[src/rtl/note_player_pkg.sv]
// Shared types and constants for the note sequencer and its step-size ROM.
package note_player_pkg;

  typedef enum logic [1:0] {
    IDLE    = 2'd0,
    LOOKUP  = 2'd1,
    PLAYING = 2'd2
  } state_t;

  localparam int unsigned STEP_W    = 25;
  localparam int unsigned SAMPLE_W  = 16;
  localparam int unsigned REST_NOTE = 0;

endpackage

[src/rtl/frequency_rom.sv]
// 64x25 synchronous ROM of phase step sizes; entry n plays 440*2^((n-49)/12) Hz at 48 kHz.
module frequency_rom
  import note_player_pkg::*;
(
  input  logic              clk,
  input  logic [5:0]        addr,
  output logic [STEP_W-1:0] dout
);

  logic [STEP_W-1:0] rom_word;

  always_comb begin
    rom_word = '0;
    case (addr)
      6'd1:  rom_word = 25'd2403;
      6'd2:  rom_word = 25'd2546;
      6'd3:  rom_word = 25'd2697;
      6'd4:  rom_word = 25'd2858;
      6'd5:  rom_word = 25'd3028;
      6'd6:  rom_word = 25'd3208;
      6'd7:  rom_word = 25'd3398;
      6'd8:  rom_word = 25'd3600;
      6'd9:  rom_word = 25'd3815;
      6'd10: rom_word = 25'd4041;
      6'd11: rom_word = 25'd4282;
      6'd12: rom_word = 25'd4536;
      6'd13: rom_word = 25'd4806;
      6'd14: rom_word = 25'd5092;
      6'd15: rom_word = 25'd5395;
      6'd16: rom_word = 25'd5715;
      6'd17: rom_word = 25'd6055;
      6'd18: rom_word = 25'd6415;
      6'd19: rom_word = 25'd6797;
      6'd20: rom_word = 25'd7201;
      6'd21: rom_word = 25'd7629;
      6'd22: rom_word = 25'd8083;
      6'd23: rom_word = 25'd8563;
      6'd24: rom_word = 25'd9072;
      6'd25: rom_word = 25'd9612;
      6'd26: rom_word = 25'd10184;
      6'd27: rom_word = 25'd10789;
      6'd28: rom_word = 25'd11431;
      6'd29: rom_word = 25'd12110;
      6'd30: rom_word = 25'd12830;
      6'd31: rom_word = 25'd13593;
      6'd32: rom_word = 25'd14402;
      6'd33: rom_word = 25'd15258;
      6'd34: rom_word = 25'd16165;
      6'd35: rom_word = 25'd17127;
      6'd36: rom_word = 25'd18145;
      6'd37: rom_word = 25'd19224;
      6'd38: rom_word = 25'd20367;
      6'd39: rom_word = 25'd21578;
      6'd40: rom_word = 25'd22861;
      6'd41: rom_word = 25'd24221;
      6'd42: rom_word = 25'd25661;
      6'd43: rom_word = 25'd27187;
      6'd44: rom_word = 25'd28803;
      6'd45: rom_word = 25'd30516;
      6'd46: rom_word = 25'd32331;
      6'd47: rom_word = 25'd34253;
      6'd48: rom_word = 25'd36290;
      6'd49: rom_word = 25'd38448;
      6'd50: rom_word = 25'd40734;
      6'd51: rom_word = 25'd43156;
      6'd52: rom_word = 25'd45722;
      6'd53: rom_word = 25'd48441;
      6'd54: rom_word = 25'd51322;
      6'd55: rom_word = 25'd54373;
      6'd56: rom_word = 25'd57607;
      6'd57: rom_word = 25'd61032;
      6'd58: rom_word = 25'd64661;
      6'd59: rom_word = 25'd68506;
      6'd60: rom_word = 25'd72580;
      6'd61: rom_word = 25'd76896;
      6'd62: rom_word = 25'd81468;
      6'd63: rom_word = 25'd86312;
      default: rom_word = '0;
    endcase
  end

  always_ff @(posedge clk) begin
    dout <= rom_word;
  end

endmodule

[src/rtl/note_player.sv]
// Per-note sequencer: latches a note, looks up its step size, gates codec requests
// to the sine reader, counts beats, and returns muted or live samples 3 cycles later.
module note_player
  import note_player_pkg::*;
#(
  parameter int unsigned DUR_W  = 6,
  parameter int unsigned NOTE_W = 6
) (
  input  logic                clk,
  input  logic                reset,
  input  logic                play_enable,
  input  logic                load_new_note,
  input  logic [NOTE_W-1:0]   note,
  input  logic [DUR_W-1:0]    duration,
  input  logic                beat,
  input  logic                generate_next_sample,
  input  logic [SAMPLE_W-1:0] sine_sample,
  output logic [STEP_W-1:0]   step_size,
  output logic                generate_next,
  output logic                phase_reset,
  output logic                note_done,
  output logic                busy,
  output logic [SAMPLE_W-1:0] sample_out,
  output logic                new_sample_ready
);

  state_t              state, state_next;
  logic [NOTE_W-1:0]   note_q;
  logic [NOTE_W-1:0]   rom_addr;
  logic [DUR_W-1:0]    count_q;
  logic [STEP_W-1:0]   step_size_q;
  logic [STEP_W-1:0]   rom_dout;
  logic                live_beat;
  logic                final_beat;
  logic                done_q;
  logic                mute_now;
  logic                req1, mute1, req2, mute2;
  logic                ready_q;
  logic [SAMPLE_W-1:0] sample_q;

  // Address the incoming note on the load cycle so the word is ready in LOOKUP.
  assign rom_addr = load_new_note ? note : note_q;

  frequency_rom u_rom (
    .clk  (clk),
    .addr (rom_addr),
    .dout (rom_dout)
  );

  assign live_beat = (state == PLAYING) && beat && play_enable;

  always_comb begin
    state_next = state;
    final_beat = 1'b0;
    unique case (state)
      IDLE:    if (load_new_note) state_next = LOOKUP;
      LOOKUP:  state_next = load_new_note ? LOOKUP : PLAYING;
      PLAYING: begin
        if (load_new_note) begin
          state_next = LOOKUP;
        end else if (live_beat && (count_q == DUR_W'(1))) begin
          state_next = IDLE;
          final_beat = 1'b1;
        end
      end
      default: state_next = IDLE;
    endcase
  end

  always_ff @(posedge clk or negedge reset) begin
    if (!reset) state <= IDLE;
    else        state <= state_next;
  end

  // A duration of 0 wraps through 63 on the first beat, giving 64 beats.
  always_ff @(posedge clk or negedge reset) begin
    if (!reset) begin
      note_q  <= '0;
      count_q <= '0;
    end else if (load_new_note) begin
      note_q  <= note;
      count_q <= duration;
    end else if (live_beat) begin
      count_q <= count_q - DUR_W'(1);
    end
  end

  always_ff @(posedge clk or negedge reset) begin
    if (!reset)                 step_size_q <= '0;
    else if (state == LOOKUP)   step_size_q <= rom_dout;
  end

  always_ff @(posedge clk or negedge reset) begin
    if (!reset) done_q <= 1'b0;
    else        done_q <= final_beat;
  end

  assign mute_now = !((state == PLAYING) && play_enable && (note_q != NOTE_W'(REST_NOTE)));

  always_ff @(posedge clk or negedge reset) begin
    if (!reset) begin
      req1     <= 1'b0;
      mute1    <= 1'b1;
      req2     <= 1'b0;
      mute2    <= 1'b1;
      ready_q  <= 1'b0;
      sample_q <= '0;
    end else begin
      req1    <= generate_next_sample;
      mute1   <= mute_now;
      req2    <= req1;
      mute2   <= mute1;
      ready_q <= req2;
      if (req2) sample_q <= mute2 ? '0 : sine_sample;
    end
  end

  assign step_size        = step_size_q;
  assign generate_next    = generate_next_sample && (state == PLAYING) && play_enable;
  assign phase_reset      = (state == LOOKUP);
  assign note_done        = done_q;
  assign busy             = (state != IDLE);
  assign sample_out       = sample_q;
  assign new_sample_ready = ready_q;

endmodule

[config.mk]
export PLATFORM = sky130hd
export DESIGN_NAME = note_player
export DESIGN_NICKNAME = d
export VERILOG_FILES = /design/src/rtl/note_player_pkg.sv /design/src/rtl/frequency_rom.sv /design/src/rtl/note_player.sv
export SDC_FILE = /design/constraint.sdc
export NUM_CORES = 1
export LEC_CHECK = 0
export CELL_PAD_IN_SITES_DETAIL_PLACEMENT = 1
export CELL_PAD_IN_SITES_GLOBAL_PLACEMENT = 2
export CORE_MARGIN = 2
export CORE_UTILIZATION = 29
export DETAILED_ROUTE_END_ITERATION = 7
export GPL_TIMING_DRIVEN = 0
export PLACE_DENSITY_LB_ADDON = 0.08
export SLEW_MARGIN = 20
export SYNTH_ARGS = -nofsm -noshare
export SYNTH_HDL_FRONTEND = slang
export SYNTH_SLANG_ARGS = --single-unit
[constraint.sdc]
create_clock -name clk -period 2.14 [get_ports clk]
set_input_delay 0.321 -clock clk [delete_from_list [all_inputs] [get_ports clk]]
set_output_delay 0.321 -clock clk [all_outputs]
set_load 0.02 [all_outputs]
==> run metrics, run 1 <==
first-pass GRT wire length 25.9 mm; Final HPWL DP 11.7 mm; Vias 4,417; DR pass1 iterations 5; slew margin rel. 51.1%; status complete, but fails checks; Final period util 104%; gpl congestion 0.910; Cell Rows 45; Core Util, Final between 40% and 50%; CTS clock-pin slew for the worst setup and hold paths roughly 60 ps; # setup viols final 5; Worst path slowest cell dfrtp_1; Power per Cell Area 831 nW/um^2; Final Max Slew Viols 0; post-route DRC violation count 0; mapped cell area 4450 um^2; Register-to-Register Path Depth 8; non-filler cells, final 800; worst r2r dst u_rom.dout[8]$_DFF_P_; vias per inst 5.52; average cell area after synthesis ~9 um^2; RSZ-0062 raised after global routing yes; synthesized instance count 497; die height 128 um; antenna cells 0; Unique masters post-synth 64; largest net degree at the start of global routing 54; worst reg-to-reg setup slack -80 ps; worst skew pair latency 340 ps; worst path bufs/invs 2; synthesis-stage register bit count 70; wire per inst 20.7 um; CTS Hold Bufs 0; type of the worst setup path reg -> reg; filler cell count 1,734; crit-path max cell delay 420 ps; Setup Skew 10.3 ps; crit path time final 2220 ps; top cell family by delay on the critical path compound AO/OA/AOI/OAI gates; clk root buf clkbuf_16; WL final between 15 and 20 mm; Area Growth Syn to Fin 42.8%; Total GRT Usage 20.6%; Starting Density 29.5%; Setup crit start kind register; die area 16,400 um^2; worst min path class in -> async; Die X-Extent 128 um; antenna violations before repair 0; Slew @ Worst Pin about 730 ps; dpl cell area 5530 um^2; clk sinks 70; Yosys Warn Count 0; Max VDD drop about 430 uV; cell total after placement between 700 and 800; CTS max path bufs 2; total grt overflow 0; sequential share of the synthesized area 37.5%; Critical Path RT 2330 ps; port buffer count 70; vias in the first global route roughly 4,500; final instance area 6360 um^2; fin worst setup slack -77.4 ps; Main synth FF type dfrtp_1; layout cell share with drive strength beyond 1 25.8%; Top Ports 80; H-tree Lvls 3; max frequency 0.451 GHz; CTS tree yes; DRT iter0 DRCs 326; Final Hold Fails 0; cts bufs inserted 9; Post-synth EDFFs 0; Lkg Pwr 2.54 nW; worst path arrival time 2410 ps; Max-Cap Viols 0; NumNets Final 654; worst-path fanout max 8; worst flop-to-flop path startpoint note_q[0]$_DFF_PN0_; Min Hold Slack 28.8 ps; Post-synth ARST share 75.7%; Post-DRT Antenna Nets 0; CP Capture Type register; core area 15,100 um^2; violated checks setup timing; cell breakdown of the critical path mux2i_4 -> buf_8 -> ha_4 -> clkbuf_16 -> nor2_2 -> a211oi_1 -> a2111oi_4 -> a31oi_1
[worst register-to-register path, delay by kind of cell (launching register included)]
kind,cells,cell delay [ps]
multiplexers,1,270
AND/OR/NAND/NOR,1,220
AO/OA/AOI/OAI,3,570
flip-flops,1,420
buffers and inverters,2,350
adder cells (fa/ha/maj),1,240
[layer usage]
| layer | vias up | share of wire [%] | global-route usage, % |
|---|---|---|---|
| met5 | - | 0 | 0 |
| met4 | 0 | 3.3 | 8.60 |
| met3 | 39 | 5.5 | 4.26 |
| met1 | 2200 | 43 | 26.3 |
| li1 | 2011 | - | - |
| met2 | 167 | 48 | 33.9 |
[Yosys cell counts (all sizes together), types with 4 or more instances]
cell     count  area share [%]
a32oi        4            0.79
mux2i       25             6.3
a31oi        9             1.3
dfxtp       17             7.6
ha          13             3.7
nor2        29             2.4
o21ai       43             4.8
nand3        5            0.56
a311oi       6             1.2
nand3b      18             3.0
o22ai        4            0.56
nand2b       6            0.84
nor2b        4            0.56
a2111oi      4            0.93
dfrtp       51              29
buf         30             4.2
nand2       34             2.9
a211oi      14             2.4
and2         4            0.56
inv         31             2.6
a21oi       28             3.1
clkbuf      21             1.8
nor3        13             1.5
o211ai       7             1.2
a221oi       6             1.2
mux2        19             4.8
[cell usage in the layout (no fill, tap or decap), types with 18 or more instances in the layout]
master and count:
dfrtp_1 50, nand2_1 34, a21oi_1 28, clkdlybuf4s50_1 64, nor2_1 27, buf_4 32, mux2_2 19, inv_1 25
o21ai_0 42, nand3b_1 18
[area by class of cell]
class                           count  area, um^2  area share (%)
Multi-Input combinational cell    351        2720            42.8
Sequential cell                    70        1670            26.3
Timing Repair Buffer               96         918            14.4
Buffer                             47         327            5.13
Clock buffer                       10         239            3.76
Tap cell                          188         235            3.70
Inverter                           32         141            2.22
Clock inverter                      6         109            1.71
[how the worst max path moves through the flow]
stage                   startpoint                     to  slack [ps]  cells past startpoint
2_1_floorplan        load_new_note  u_rom.dout[8]$_DFF_P_         -70                      7
3_3_place_gp               note[1]  u_rom.dout[0]$_DFF_P_       -1350                     10
3_5_place_dp               note[1]  u_rom.dout[0]$_DFF_P_       -1370                     10
4_1_cts        note_q[1]$_DFF_PN0_  u_rom.dout[8]$_DFF_P_         -60                      8
5_1_grt        note_q[0]$_DFF_PN0_  u_rom.dout[8]$_DFF_P_        -110                      8
6_report       note_q[0]$_DFF_PN0_  u_rom.dout[8]$_DFF_P_         -80                      8
[flip-flops by register name (all words and copies together) (netlist names)]
name              flops
mute1                 1
step_size            17
req1                  1
new_sample_ready      1
note_done             1
req2                  1
state                 2
u_rom.dout           17
note_q                6
mute2                 1
count_q               6
sample_out           16
[cell families after synthesis]
kind of cell | after synthesis | share of synthesized area, %
xor gates and xnor gates | 5 | 0.984
other | 1 | 0.0842
DFF | 70 | 37.5
adders and majority gates | 16 | 4.33
muxes | 45 | 11.6
buffers and inverters | 83 | 8.63
AOI/OAI and AO/OA | 152 | 22.6
and+or+nand+nor | 125 | 14.3
[power breakdown]
group / internal (mW) / total (mW) / leakage (nW) / switching, mW
Sequential: 1.54 / 1.64 / 0.806 / 0.104
Combinational: 0.859 / 1.91 / 1.56 / 1.05
Clock: 1.17 / 1.73 / 0.172 / 0.568
Total: 3.56 / 5.28 / 2.54 / 1.72
[through the flow]
stage	setup TNS (ps)	power [mW]	setup WS [ps]
floorplan	-356	2.63	-73.8
global placement	-71370	3.31	-1350
detailed placement	-17100	3.31	-1370
CTS	-161	5.23	-61.3
global route	-536	5.54	-114
finish	-241	5.28	-77.4
[repair_timing]
action | 4_1_cts | 5_1_grt
gates resized for setup | 45 | 46
pin swaps | 5 | 8
setup endpoints to repair | 18 | 15
buffers inserted | 21 | 6
gates cloned | 0 | 0
Power figures use the tool's default switching activity.
==> inputs of run 2 (changes only) <==
--- a/config.mk
+++ b/config.mk
@@ -5,6 +5,7 @@
 export SDC_FILE = /design/constraint.sdc
 export NUM_CORES = 1
 export LEC_CHECK = 0
+export ABC_CLOCK_PERIOD_IN_PS = 2140
 export CELL_PAD_IN_SITES_DETAIL_PLACEMENT = 1
 export CELL_PAD_IN_SITES_GLOBAL_PLACEMENT = 2
 export CORE_MARGIN = 2
==> results of run 2 <==
The final DEF is identical to that of run 1; final timing and power are the same.
